### src/rtl/seg7_pkg.sv
// Shared constants, FSM state type, report payload and helpers for the 7-segment scan decoder.
package seg7_pkg;

    // Active-low segment patterns (bits 6..0 = g..a) for digits 0-9 and the all-off pattern
    localparam logic [6:0] SEG_0     = 7'h40;
    localparam logic [6:0] SEG_1     = 7'h79;
    localparam logic [6:0] SEG_2     = 7'h24;
    localparam logic [6:0] SEG_3     = 7'h30;
    localparam logic [6:0] SEG_4     = 7'h19;
    localparam logic [6:0] SEG_5     = 7'h12;
    localparam logic [6:0] SEG_6     = 7'h02;
    localparam logic [6:0] SEG_7     = 7'h78;
    localparam logic [6:0] SEG_8     = 7'h00;
    localparam logic [6:0] SEG_9     = 7'h10;
    localparam logic [6:0] SEG_BLANK = 7'h7F;

    localparam logic [3:0] DIGIT_BLANK = 4'hF;
    localparam logic [3:0] DIGIT_ERR   = 4'hE;

    typedef enum logic [1:0] {
        IDLE  = 2'd0,
        TRACK = 2'd1,
        PEND  = 2'd2,
        HOLD  = 2'd3
    } seg7_state_t;

    // Report payload held in the output register (position is width-parameterised, kept apart)
    typedef struct packed {
        logic [3:0] digit;
        logic       dp;
        logic       blank;
        logic       err;
    } seg7_rpt_t;

    // True when exactly one bit is set
    function automatic logic is_onehot(input logic [31:0] v);
        return (v != 32'd0) && ((v & (v - 32'd1)) == 32'd0);
    endfunction

    // Index of the set bit of a one-hot vector
    function automatic logic [4:0] onehot_to_idx(input logic [31:0] v);
        logic [4:0] idx;
        idx = '0;
        for (int i = 0; i < 32; i++) begin
            if (v[i]) idx = 5'(i);
        end
        return idx;
    endfunction

endpackage

### src/rtl/seg7_pattern_decode.sv
// Combinational decode of an active-low 7-segment pattern into a digit value with blank/illegal flags.
module seg7_pattern_decode
    import seg7_pkg::*;
(
    input  logic [6:0] i_seg,
    output logic [3:0] o_digit_c,
    output logic       o_blank_c,
    output logic       o_err_c
);

    // Pattern lookup; anything outside the legal set is flagged as an error
    always_comb begin
        o_digit_c = DIGIT_ERR;
        o_blank_c = 1'b0;
        o_err_c   = 1'b0;
        case (i_seg)
            SEG_0:     o_digit_c = 4'd0;
            SEG_1:     o_digit_c = 4'd1;
            SEG_2:     o_digit_c = 4'd2;
            SEG_3:     o_digit_c = 4'd3;
            SEG_4:     o_digit_c = 4'd4;
            SEG_5:     o_digit_c = 4'd5;
            SEG_6:     o_digit_c = 4'd6;
            SEG_7:     o_digit_c = 4'd7;
            SEG_8:     o_digit_c = 4'd8;
            SEG_9:     o_digit_c = 4'd9;
            SEG_BLANK: begin
                o_digit_c = DIGIT_BLANK;
                o_blank_c = 1'b1;
            end
            default:   o_err_c = 1'b1;
        endcase
    end

endmodule

### src/rtl/seg7_scan_decoder.sv
// Monitors a multiplexed 7-segment bus, debounces each digit and streams per-position changes.
module seg7_scan_decoder
    import seg7_pkg::*;
#(
    parameter  int unsigned NUM_DIGITS    = 4,
    parameter  int unsigned STABLE_CYCLES = 4,
    localparam int unsigned POS_W         = (NUM_DIGITS > 1) ? $clog2(NUM_DIGITS) : 1
) (
    input  logic                  clk,
    input  logic                  rst_n,
    input  logic [7:0]            seg_in,
    input  logic [NUM_DIGITS-1:0] dig_sel,
    input  logic                  out_ready,
    input  logic                  clr_ovr,
    output logic                  out_valid,
    output logic [3:0]            out_digit,
    output logic [POS_W-1:0]      out_pos,
    output logic                  out_dp,
    output logic                  out_blank,
    output logic                  out_err,
    output logic                  out_ovr
);

    localparam int unsigned SAMP_W = NUM_DIGITS + 8;
    localparam int unsigned CNT_W  = $clog2(STABLE_CYCLES + 1);

    seg7_state_t                  r_state, w_state_nxt, w_reent_state;
    logic [SAMP_W-1:0]            w_cur, r_sample;
    logic [CNT_W-1:0]             r_cnt, w_cnt_nxt, w_cnt_inc, w_reent_cnt;
    logic                         w_changed, w_cur_onehot, w_match, w_free, w_xfer;
    logic                         w_load, w_set_ovr;
    logic [POS_W-1:0]             w_pos;
    logic [3:0]                   w_digit;
    logic                         w_blank, w_err, w_dp;
    logic [NUM_DIGITS-1:0]        r_known;
    logic [NUM_DIGITS-1:0][4:0]   r_shadow;
    seg7_rpt_t                    r_rpt;
    logic                         r_valid, r_ovr;
    logic [POS_W-1:0]             r_pos;

    assign w_cur         = {dig_sel, seg_in};
    assign w_changed     = (w_cur != r_sample);
    assign w_cur_onehot  = is_onehot(32'(dig_sel));
    assign w_pos         = POS_W'(onehot_to_idx(32'(r_sample[SAMP_W-1:8])));
    assign w_dp          = ~r_sample[7];
    assign w_match       = r_known[w_pos] && (r_shadow[w_pos] == {w_digit, w_dp});
    assign w_cnt_inc     = (r_cnt == CNT_W'(STABLE_CYCLES)) ? r_cnt : r_cnt + CNT_W'(1);
    assign w_reent_state = w_cur_onehot ? TRACK : IDLE;
    assign w_reent_cnt   = w_cur_onehot ? CNT_W'(1) : '0;
    assign w_xfer        = r_valid && out_ready;
    assign w_free        = !r_valid || w_xfer;

    // Decode of the sampled (previous-cycle) pattern
    seg7_pattern_decode u_decode (
        .i_seg     (r_sample[6:0]),
        .o_digit_c (w_digit),
        .o_blank_c (w_blank),
        .o_err_c   (w_err)
    );

    // FSM state register
    always_ff @(posedge clk or negedge rst_n) begin
        if (!rst_n) r_state <= IDLE;
        else        r_state <= w_state_nxt;
    end

    // Next state, run counter and load/overrun strobes
    always_comb begin
        w_state_nxt = r_state;
        w_cnt_nxt   = r_cnt;
        w_load      = 1'b0;
        w_set_ovr   = 1'b0;
        case (r_state)
            IDLE: begin
                w_state_nxt = w_reent_state;
                w_cnt_nxt   = w_reent_cnt;
            end
            TRACK: begin
                if (w_changed) begin
                    w_state_nxt = w_reent_state;
                    w_cnt_nxt   = w_reent_cnt;
                end else begin
                    w_cnt_nxt = w_cnt_inc;
                    if (w_cnt_inc == CNT_W'(STABLE_CYCLES))
                        w_state_nxt = w_match ? HOLD : PEND;
                end
            end
            PEND: begin
                // A free register takes the stable pattern even if the input moves on this cycle
                if (w_free)         w_load    = 1'b1;
                else if (w_changed) w_set_ovr = 1'b1;
                if (w_changed) begin
                    w_state_nxt = w_reent_state;
                    w_cnt_nxt   = w_reent_cnt;
                end else begin
                    w_cnt_nxt = w_cnt_inc;
                    if (w_free) w_state_nxt = HOLD;
                end
            end
            HOLD: begin
                if (w_changed) begin
                    w_state_nxt = w_reent_state;
                    w_cnt_nxt   = w_reent_cnt;
                end else begin
                    w_cnt_nxt = w_cnt_inc;
                end
            end
        endcase
    end

    // Sample history, run counter, per-position shadows and output register
    always_ff @(posedge clk or negedge rst_n) begin
        if (!rst_n) begin
            r_sample <= '0;
            r_cnt    <= '0;
            r_known  <= '0;
            r_shadow <= '0;
            r_rpt    <= '0;
            r_pos    <= '0;
            r_valid  <= 1'b0;
            r_ovr    <= 1'b0;
        end else begin
            r_sample <= w_cur;
            r_cnt    <= w_cnt_nxt;
            if (w_load) begin
                r_rpt.digit       <= w_digit;
                r_rpt.dp          <= w_dp;
                r_rpt.blank       <= w_blank;
                r_rpt.err         <= w_err;
                r_pos             <= w_pos;
                r_valid           <= 1'b1;
                r_known[w_pos]    <= 1'b1;
                r_shadow[w_pos]   <= {w_digit, w_dp};
            end else if (w_xfer) begin
                r_valid <= 1'b0;
            end
            if (w_set_ovr)    r_ovr <= 1'b1;
            else if (clr_ovr) r_ovr <= 1'b0;
        end
    end

    assign out_valid = r_valid;
    assign out_digit = r_rpt.digit;
    assign out_pos   = r_pos;
    assign out_dp    = r_rpt.dp;
    assign out_blank = r_rpt.blank;
    assign out_err   = r_rpt.err;
    assign out_ovr   = r_ovr;

endmodule

### config.mk
export PLATFORM = sky130hd
export DESIGN_NAME = seg7_scan_decoder
export DESIGN_NICKNAME = d
export VERILOG_FILES = /design/src/rtl/seg7_pkg.sv /design/src/rtl/seg7_pattern_decode.sv /design/src/rtl/seg7_scan_decoder.sv
export SDC_FILE = /design/constraint.sdc
export NUM_CORES = 1
export LEC_CHECK = 0
export BUFFER_PORTS_ARGS = -buffer_cell sky130_fd_sc_hd__buf_2
export CELL_PAD_IN_SITES_DETAIL_PLACEMENT = 1
export CELL_PAD_IN_SITES_GLOBAL_PLACEMENT = 1
export CORE_MARGIN = 2
export CORE_UTILIZATION = 35
export CTS_CLUSTER_SIZE = 10
export DETAILED_ROUTE_END_ITERATION = 8
export GPL_ROUTABILITY_DRIVEN = 0
export PLACE_DENSITY = 0.65
export SYNTH_ARGS = -nofsm -noshare
export SYNTH_HDL_FRONTEND = slang
export SYNTH_SLANG_ARGS = --single-unit
### constraint.sdc
create_clock -name clk -period 5.6 [get_ports clk]
set_input_delay 1.4 -clock clk [delete_from_list [all_inputs] [get_ports clk]]
set_output_delay 1.4 -clock clk [all_outputs]
set_load 0.01 [all_outputs]
==> impl_metrics.csv <==
group,metric,value,unit
grt,grt-ovfl-total,0,
timing,clock.fmax,347,MHz
cts,cts_max_level,2,
synth,synth_edf_count,0,
power,p_sw,0.169,mW
setup_path,worstSetupPathType,"in -> reg",
cts,cts_setup_buffers,0,
cts,cts_buffers,5,
cts,clock-sinks,52,
hold_path,hold_path.class,"reg -> reg",
setup_path,crit_required,5.79,ns
cts,clkTransAtPathRegs,0.09,ns
cts,clock_latency,0.30,ns
power,vdd.ir_drop.worst,123,µV
floorplanning,coreArea,7610,µm²
power,powerDensity,225,nW/µm²
power,power_leakage,1.42,nW
timing,finalCritPeriodShare,51.5,%
cells_and_area,area_growth,11.4,%
power,p_int,0.508,mW
place,numPortBuffers,26,
timing,hold_slack,0.474,ns
synth,synth.yosys.seq_area_share,48.2,%
cells_and_area,n_fill_cell,874,
grt,grt_pass1_vias,2001,
setup_path,worstSetupEndpointType,"flip-flop",
route,dr.first_iter.drc_count,72,
floorplanning,initial_utilization,35.5,%
timing,clock_skew,0.00974,ns
power,clockPowerShare,32.4,%
setup_path,worst_setup_path_start_kind,"primary input",
timing,slew_violations,0,
grt,antenna_found_initial,0,
route,ant_nets,0,
floorplanning,rows,32,
cells_and_area,n_antenna_cell,0,
setup_path,worst-path-max-fanout,8,
power,power_frac_comb,9.2,%
setup_path,critPathArrivalTime,3.07,ns
run,cap_violations,0,
floorplanning,ios,27,
route,drt_wl_total,5870,µm
route,first_pass_iters,4,
place,post_dp_cell_area,2920,µm²
power,p_sw_share,24.9,%
route,vias_per_cell,5.07,
cells_and_area,stdcell_area,3010,µm²
grt,grt_max_degree,53,
grt,grt_pass1_wl,10100,µm
timing,min_period,2.88,ns
cells_and_area,utilization,39.5,%
route,vias,1942,
synth,postSynth.asyncResetShare,100,%
synth,ys_seq_elements,52,
timing,hold_violations,0,
floorplanning,fp.dieW,91.8,µm
synth,synth_cell_types,53,
cts,root_buffer,"clkbuf_8",
synth,syn_nets,278,
cells_and_area,drive_above_1_share,18.9,%
grt,grt_usage,15.2,%
cells_and_area,mostFrequentLayoutCells,"dfrtp_1, nand2_1, buf_2",
timing,worstMarginPinSlew,0.674,ns
power,p_seq_share,58.4,%
cells_and_area,nets,302,
floorplanning,die_area,8430,µm²
cts,cts_tree,"done",
synth,syn_area_per_cell,10.5,µm²
timing,setup_viol,0,
synth,synth_ff_type,"dfrtp_1",
timing,relSlewSlack,55.1,%
place,hpwl,4380,µm
synth,syn_inst,256,
route,wl_per_cell,15.3,µm
outcome,status,"completed",
cts,hold_buffers,0,
route,drc,0,
timing,setup-tns-final,0,ns
synth,synth_area,2700,µm²
floorplanning,die_h,91.8,µm
cells_and_area,mostFrequentLayoutCell,"dfrtp_1",
synth,yosys_warnings,0,
cts,cts_max_path_buffers,2,
timing,rsz0062_at_grt,"false",
cts,post_cts_resized,0,
routing by layer:
metal | vias up | routed length (µm) | GRT usage, %
met5 | - | 0 | 0
met4 | 0 | 42 | 4.10
met3 | 2 | 113 | 2.47
met2 | 22 | 2780 | 24.4
met1 | 966 | 2930 | 21.3
li1 | 952 | - | -
flip-flops by register name, indices dropped and copies added (netlist names):
register	cells
r_sample	12
out_digit	4
r_shadow	20
r_cnt	3
out_pos	2
out_err	1
out_valid	1
out_blank	1
out_ovr	1
out_dp	1
r_known	4
r_state	2
per-stage QoR:
| step | std cells | power [mW] | worst slack, ns |
|---|---|---|---|
| 2_1_floorplan | 256 | 0.439 | 2.82 |
| 3_3_place_gp | 375 | 0.465 | 2.46 |
| 3_5_place_dp | 375 | 0.467 | 2.36 |
| 4_1_cts | 383 | 0.688 | 2.68 |
| 5_1_grt | 383 | 0.714 | 2.50 |
| 6_report | 383 | 0.677 | 2.72 |
synth_stat cells, types with 6 or more instances:
cell type	count	share of area, %
mux2i_1	9	3.3
o21ai_0	25	4.6
ha_1	6	2.8
mux2_2	9	3.8
dfrtp_1	52	48
nor3_1	6	1.1
xor2_1	16	5.2
nand2_1	37	5.1
nand2b_1	9	2.1
inv_1	10	1.4
nor2_1	8	1.1
final timing paths:
| kind | from | endpoint | slack (ns) | cells past startpoint |
|---|---|---|---|---|
| max in group asynchronous | rst_n | r_shadow[2] | 3.93 | 2 |
| hold / removal | r_known[3] | r_known[3] | 0.47 | 1 |
| setup reg to reg | r_cnt[0] | r_state[0] | 3.34 | 8 |
| min in group asynchronous | rst_n | r_sample[3] | 1.20 | 2 |
| setup / recovery | dig_sel[3] | r_state[0] | 2.72 | 7 |
| hold reg to reg | r_known[3] | r_known[3] | 0.47 | 1 |
cells by family after synthesis:
group                      share of synthesized area (%)
AOI/OAI and AO/OA                                   16.1
buffers and inverters                               3.15
adders and majority gates                           2.78
and+or+nand+nor                                     16.4
muxes                                               7.51
xor gates and xnor gates                            5.84
DFF                                                 48.2
power groups by stage:
stage          registers, mW  logic [mW]  clock network [mW]
3_5_place_dp           0.403      0.0636                   0
4_1_cts                0.395      0.0641               0.229
3_3_place_gp           0.403      0.0619                   0
2_1_floorplan          0.394      0.0452                   0
6_report               0.395      0.0624               0.219
5_1_grt                0.397      0.0707               0.247
worst max-delay path: stages:
cell     delay [ns]
buf_2          0.13
xor2_1         0.14
nor4_1         0.52
nand3_2        0.26
a211o_1        0.35
a21oi_1        0.18
o31ai_2        0.08
layout make-up:
class                   instances  area [µm²]  share of cell area, %
inverters                      10        37.5                   1.25
repair buffers                 27         138                   4.58
well taps                     102         128                   4.25
clock buffers                   8        90.1                   3.00
flip-flops and latches         52        1300                   43.3
multi-input cells             184        1310                   43.6
No activity file was read; power rests on OpenSTA's default activity.
